--- src/rtl/pc_gen_pkg.sv ---
// Shared definitions for the fetch-address generator and its branch target buffer.
package pc_gen_pkg;

    localparam int MAX_XLEN = 64;
    localparam logic [MAX_XLEN-1:0] ZERO_WORD = '0;

    typedef enum logic [1:0] {
        CTR_SNT = 2'd0,
        CTR_WNT = 2'd1,
        CTR_WT  = 2'd2,
        CTR_ST  = 2'd3
    } ctr_e;

    function automatic int log2_f(input int value);
        int r;
        r = 0;
        for (int i = 0; i < 31; i++) begin
            if ((1 << i) < value) r = i + 1;
        end
        return r;
    endfunction

endpackage

--- src/rtl/pc_btb.sv ---
// Direct-mapped branch target buffer with 2-bit saturating counters.
// Combinational read port, synchronous write port, async clear of valid bits.
module pc_btb
    import pc_gen_pkg::*;
#(
    parameter int XLEN      = 32,
    parameter int BTB_DEPTH = 16,
    parameter int STEP      = 4
) (
    input  logic            clk_in,
    input  logic            rst_in,
    input  logic [XLEN-1:0] rd_pc_in,
    output logic            rd_taken_out,
    output logic [XLEN-1:0] rd_target_out,
    input  logic            wr_en_in,
    input  logic [XLEN-1:0] wr_pc_in,
    input  logic            wr_taken_in,
    input  logic [XLEN-1:0] wr_target_in
);

    localparam int OFF_W = log2_f(STEP);
    localparam int IDX_W = log2_f(BTB_DEPTH);
    localparam int TAG_W = XLEN - IDX_W - OFF_W;

    logic [BTB_DEPTH-1:0] valid_q, valid_d;
    logic [TAG_W-1:0]     tag_q    [BTB_DEPTH];
    logic [XLEN-1:0]      target_q [BTB_DEPTH];
    logic [1:0]           ctr_q    [BTB_DEPTH];

    logic [IDX_W-1:0] rd_idx, wr_idx;
    logic [TAG_W-1:0] rd_tag, wr_tag;
    logic             rd_hit, wr_hit;
    logic             entry_we;
    logic [XLEN-1:0]  entry_target_d;
    logic [1:0]       entry_ctr_d;
    logic             unused_low_bits;

    assign rd_idx = rd_pc_in[OFF_W +: IDX_W];
    assign rd_tag = rd_pc_in[XLEN-1 -: TAG_W];
    assign wr_idx = wr_pc_in[OFF_W +: IDX_W];
    assign wr_tag = wr_pc_in[XLEN-1 -: TAG_W];
    assign unused_low_bits = ^{rd_pc_in[OFF_W-1:0], wr_pc_in[OFF_W-1:0]};

    always_comb begin
        rd_hit        = valid_q[rd_idx] && (tag_q[rd_idx] == rd_tag);
        rd_taken_out  = rd_hit && (ctr_q[rd_idx] >= CTR_WT);
        rd_target_out = rd_taken_out ? target_q[rd_idx] : ZERO_WORD[XLEN-1:0];
    end

    // NOTE: every signal gets a default before the branches so no latch is inferred.
    always_comb begin
        wr_hit         = valid_q[wr_idx] && (tag_q[wr_idx] == wr_tag);
        valid_d        = valid_q;
        entry_we       = 1'b0;
        entry_target_d = target_q[wr_idx];
        entry_ctr_d    = ctr_q[wr_idx];
        if (wr_en_in) begin
            if (wr_hit) begin
                entry_we = 1'b1;
                if (wr_taken_in) begin
                    entry_target_d = wr_target_in;
                    if (ctr_q[wr_idx] != CTR_ST) entry_ctr_d = ctr_q[wr_idx] + 2'd1;
                end else if (ctr_q[wr_idx] != CTR_SNT) begin
                    entry_ctr_d = ctr_q[wr_idx] - 2'd1;
                end
            end else if (wr_taken_in) begin
                entry_we        = 1'b1;
                valid_d[wr_idx] = 1'b1;
                entry_target_d  = wr_target_in;
                entry_ctr_d     = CTR_WT;
            end
        end
    end

    // NOTE: non-blocking assignments for all state so every flop samples pre-edge values.
    always_ff @(posedge clk_in or posedge rst_in) begin
        if (rst_in) valid_q <= '0;
        else        valid_q <= valid_d;
    end

    // NOTE: payload arrays are deliberately not reset; the valid bits gate every use.
    always_ff @(posedge clk_in) begin
        if (entry_we) begin
            tag_q[wr_idx]    <= wr_tag;
            target_q[wr_idx] <= entry_target_d;
            ctr_q[wr_idx]    <= entry_ctr_d;
        end
    end

endmodule

--- src/rtl/pc_gen.sv ---
// Fetch-address generator: next-PC register, IF handshake and BTB-driven prediction.
module pc_gen
    import pc_gen_pkg::*;
#(
    parameter int              XLEN      = 32,
    parameter logic [XLEN-1:0] RESET_VEC = {XLEN{1'b0}},
    parameter int              STEP      = 4,
    parameter int              BTB_DEPTH = 16
) (
    input  logic            clk_in,
    input  logic            rst_in,
    input  logic            rdy_in,
    input  logic            fetch_ready_in,
    input  logic            redirect_in,
    input  logic [XLEN-1:0] redirect_pc_in,
    input  logic            update_valid_in,
    input  logic [XLEN-1:0] update_pc_in,
    input  logic            update_taken_in,
    input  logic [XLEN-1:0] update_target_in,
    output logic            fetch_valid_out,
    output logic [XLEN-1:0] fetch_pc_out,
    output logic            pred_taken_out,
    output logic [XLEN-1:0] pred_target_out
);

    localparam logic [XLEN-1:0] STEP_W = XLEN'(STEP);

    logic [XLEN-1:0] npc_q, npc_d;
    logic            fetch_valid_q, fetch_valid_d;
    logic [XLEN-1:0] fetch_pc_q, fetch_pc_d;
    logic            pred_taken_q, pred_taken_d;
    logic [XLEN-1:0] pred_target_q, pred_target_d;

    logic            btb_taken;
    logic [XLEN-1:0] btb_target;
    logic            adv;

    pc_btb #(
        .XLEN      (XLEN),
        .BTB_DEPTH (BTB_DEPTH),
        .STEP      (STEP)
    ) u_btb (
        .clk_in        (clk_in),
        .rst_in        (rst_in),
        .rd_pc_in      (npc_q),
        .rd_taken_out  (btb_taken),
        .rd_target_out (btb_target),
        .wr_en_in      (update_valid_in && rdy_in && !rst_in),
        .wr_pc_in      (update_pc_in),
        .wr_taken_in   (update_taken_in),
        .wr_target_in  (update_target_in)
    );

    assign adv = !fetch_valid_q || fetch_ready_in;

    // Priority: redirect, then advance, otherwise hold.
    always_comb begin
        npc_d         = npc_q;
        fetch_valid_d = fetch_valid_q;
        fetch_pc_d    = fetch_pc_q;
        pred_taken_d  = pred_taken_q;
        pred_target_d = pred_target_q;
        if (rdy_in) begin
            if (redirect_in) begin
                fetch_valid_d = 1'b1;
                fetch_pc_d    = redirect_pc_in;
                pred_taken_d  = 1'b0;
                pred_target_d = ZERO_WORD[XLEN-1:0];
                npc_d         = redirect_pc_in + STEP_W;
            end else if (adv) begin
                fetch_valid_d = 1'b1;
                fetch_pc_d    = npc_q;
                pred_taken_d  = btb_taken;
                pred_target_d = btb_target;
                npc_d         = btb_taken ? btb_target : npc_q + STEP_W;
            end
        end
    end

    always_ff @(posedge clk_in or posedge rst_in) begin
        if (rst_in) begin
            npc_q         <= RESET_VEC;
            fetch_valid_q <= 1'b0;
            fetch_pc_q    <= ZERO_WORD[XLEN-1:0];
            pred_taken_q  <= 1'b0;
            pred_target_q <= ZERO_WORD[XLEN-1:0];
        end else begin
            npc_q         <= npc_d;
            fetch_valid_q <= fetch_valid_d;
            fetch_pc_q    <= fetch_pc_d;
            pred_taken_q  <= pred_taken_d;
            pred_target_q <= pred_target_d;
        end
    end

    assign fetch_valid_out = fetch_valid_q;
    assign fetch_pc_out    = fetch_pc_q;
    assign pred_taken_out  = pred_taken_q;
    assign pred_target_out = pred_target_q;

endmodule

--- config.mk ---
export PLATFORM = sky130hd
export DESIGN_NAME = pc_gen
export DESIGN_NICKNAME = d
export VERILOG_FILES = /design/src/rtl/pc_gen_pkg.sv /design/src/rtl/pc_btb.sv /design/src/rtl/pc_gen.sv
export SDC_FILE = /design/constraint.sdc
export NUM_CORES = 2
export LEC_CHECK = 0
export BUFFER_PORTS_ARGS = -buffer_cell sky130_fd_sc_hd__buf_2
export CELL_PAD_IN_SITES_DETAIL_PLACEMENT = 1
export CELL_PAD_IN_SITES_GLOBAL_PLACEMENT = 1
export CORE_ASPECT_RATIO = 0.7
export CORE_MARGIN = 2
export CORE_UTILIZATION = 30
export DETAILED_ROUTE_END_ITERATION = 10
export PLACE_DENSITY_LB_ADDON = 0.1
export SLEW_MARGIN = 15
export SYNTH_ARGS = -nofsm -noshare
export SYNTH_HDL_FRONTEND = slang
export SYNTH_SLANG_ARGS = --single-unit
--- constraint.sdc ---
create_clock -name clk_in -period 6.8 [get_ports clk_in]
set_input_delay 0.34 -clock clk_in [delete_from_list [all_inputs] [get_ports clk_in]]
set_output_delay 0.34 -clock clk_in [all_outputs]
set_load 0.01 [all_outputs]
==> reports/results.ini <==
[status]
outcome = finished clean

[synthesis]
syn_area_um2 = 47120
synthAdderAreaFrac = 0.0007434
ys_ff_latch = 1074
synth_top_area_share = 0.6117
synth.largest_area_cell = edfxtp_1
synth_ff_type = edfxtp_1
synth_top_family_by_area = multiplexers
ys_warn_count = 0
ys_types = 80
yosys-top-cells-area = edfxtp_1 61%, mux4_2 16%, dfrtp_1 6.1%, mux2i_1 3.2%, nand2_1 1.5%
syn_nets = 2734
synth_edf_count = 960
syn-instance-count = 2629
synth-xor-area-share = 0.01245
synth.avg_cell_area_um2 = 17.92
ys_async_sr_fraction = 0.1061
ys_seq_area_frac = 0.6723
synth_simple_gate_area_frac = 0.04344
synth_compound_area_frac = 0.04949
muxShareOfSynthArea = 0.2008

[timing]
final-setup-viol-count = 0
drv_slew = 0
period_share = 0.8062
tightestPinTransition_ns = 1.136
fin_tns_setup_ns = 0
timing.slew.headroom = 0.2396
fmax_ghz = 0.1824
hold_viol = 0
rsz0062_at_grt = false
fin_worst_skew_ns = 0.03038
fin_crit_ns = 5.482

[die]
fp.coreArea_um2 = 155800
die_w_um = 477.7
start_util = 0.3025
io_pins = 169
dieHeight_um = 335.6
row_count = 121
die-area_um2 = 160300

[power_and_ir_drop]
vdd_ir_drop_max_uv = 203.2
internal_power_mw = 11.84
p_comb_frac = 0.168
finalPower_mw = 16.51
p_seq_frac = 0.454
clkPwrFrac = 0.378
p_sw_mw = 4.670
switching_share = 0.2828
powerDensity_nw_per_um2 = 297.6
p_leak_nw = 18.75

[cells_and_area]
drive_gt1_frac = 0.2797
n_fill_cell = 15445
final_common_cell = edfxtp_1
nNetsFinal = 3029
final_cell_mix = 960 x edfxtp_1, 344 x mux4_2, 188 x nand2_1, 163 x buf_2, 152 x mux2i_1
syn_to_final_growth_pct = 17.74

[clock_network]
clk_pin_slew_ns = 0.07
cts_made_buffers = 111
postCtsHoldBufs = 81
cts_root_buf = clkbuf_16
clockBufferDepth = 3
cts_tree = done
insertion_delay_ns = 0.76
post-cts-setup-buffers = 0
cts_max_level = 3
cts_resized = 0
numClockSinks = 1074

[placement]
port_buffers = 166
gp_congestion = 0.8295
dp.final_hpwl_mm = 107.1

[global_route]
grt_pass1_wl_mm = 233.2
grt_overflow = 0
grt_use_total = 0.2065
grt_max_degree = 106
antenna_found_initial = 10
grt_pass1_vias = 29459

[route]
vias = 27625
vias_per_cell = 5.400
dr.pass1.iters = 7
routedWlPerCell_um = 32.58
dr.first_iter.drc_count = 2491
wirelength_mm = 166.7
drc = 0
postRouteAntennaNets = 0

[setup_path]
critPathKind = primary input to register
worstPathCellList = buf_6, buf_4, mux4_2, mux2i_1, nand2_1, o21ai_0, o21ai_0, buf_4, nand4_1, or3_1, a2111o_1, a211o_1, nor3_2, buf_12
slowest_stage = o21ai_0
crit_fanout = 79
endpoint_kind = register
crit_buf_inv = 4
worstPathArrival_ns = 5.90
crit_family = compound AO/OA/AOI/OAI gates
critPathRequiredTime_ns = 7.22
startpoint_type = primary input
cp_slowest_stage_delay_ns = 0.79
reg2reg_slack_ns = 1.33

[run]
drv_cap = 0

[worst_hold_path]
hp-class = primary input to register

## sequential cells by signal, indices dropped and copies added, names as in the netlist
signal	flops
fetch_pc_out	32
fetch_valid_out	1
npc_q	32
pred_taken_out	1
pred_target_out	32
u_btb.ctr_q	32
u_btb.tag_q	416
u_btb.target_q	512
u_btb.valid_q	16
## cells in the mapped netlist (10+ instances only)
cell type / n
mux4_2: 344
a22oi_1: 30
nand2b_1: 12
a21oi_1: 50
and3_1: 17
buf_4: 10
xor2_1: 20
nor2b_1: 15
buf_6: 11
dfrtp_1: 114
nor3_1: 27
edfxtp_1: 960
buf_2: 42
a21o_1: 18
nand4_1: 21
a22o_1: 30
o22ai_1: 18
clkbuf_1: 79
o21ai_0: 91
nand2_1: 189
mux2i_1: 152
inv_1: 29
nor4_1: 14
nand3_1: 28
nor2_1: 70
buf_1: 23
mux2_2: 15
xnor2_1: 47
## final cells by class
class | instances | area, um2 | area share
clock buffer | 133 | 2870 | 0.05173
multi-input combinational | 1355 | 14690 | 0.2647
inverter | 31 | 123.9 | 0.002233
clock inverter | 77 | 778.2 | 0.01403
timing repair buffer | 351 | 2705 | 0.04876
sequential | 1074 | 31690 | 0.5712
tap | 2091 | 2616 | 0.04716
antenna | 4 | 10.01 | 0.0001804
## path summary, 6_finish.rpt
path | depth (start not counted) | start | endpoint
max in group asynchronous | 4 | rst_in | pred_target_out[30]
worst max register to register | 11 | npc_q[2] | npc_q[31]
worst min register to register | 2 | pred_target_out[15] | pred_target_out[15]
worst min-delay path | 3 | redirect_pc_in[18] | fetch_pc_out[18]
min in group asynchronous | 3 | rst_in | u_btb.valid_q[11]
worst max-delay path | 14 | update_pc_in[3] | u_btb.tag_q[3][12]
## routing by layer
metal / wire, um / part of all wire / GRT usage / vias to the layer above
met3: 8090 / 0.049 / 0.03497 / 156
li1: - / - / - / 11398
met4: 2348 / 0.014 / 0.03346 / 4
met1: 79840 / 0.48 / 0.3055 / 15317
met2: 76360 / 0.46 / 0.3229 / 750
met5: 27 / 0.00016 / 0 / -
## metrics by stage
stage	cells	util	area (um2)	hold WS, ns	setup WS (ns)
6_report	5116	0.3561	55480	0.05374	1.318
5_1_grt	5113	0.3561	55470	0.02990	1.042
4_1_cts	5112	0.3561	55470	0.002701	1.292
3_5_place_dp	4821	0.3275	51010	0.4635	0.5512
3_3_place_gp	4819	0.3271	50960	0.4620	0.5458
2_1_floorplan	2629	-	47120	0.4377	0.1313
## worst min-delay path: stages
cell     delay [ns]
buf_2          0.16
mux2i_1        0.11
o21ai_0        0.14
## power by group through the flow
stage                     combinational, mW  clock (mW)  sequential [mW]
after detailed placement               2.74           0             7.65
after global routing                   2.94        6.64             7.51
after CTS                              2.79        6.40             7.51
after floorplan                        1.68           0             7.49
final                                  2.77        6.24             7.50
after global placement                 2.73           0             7.64
## logic make-up (layout without fill, tap and decap cells)
kind of cell / count (synthesis) / count (layout)
DFF: 1074 / 1074
muxes: 512 / 512
and+or+nand+nor: 433 / 433
AOI/OAI and AO/OA: 340 / 340
buffers and inverters: 200 / 592
xor gates and xnor gates: 67 / 67
adders and majority gates: 3 / 3
other: 0 / 4
Note: power is estimated with default switching activity, not from simulation.
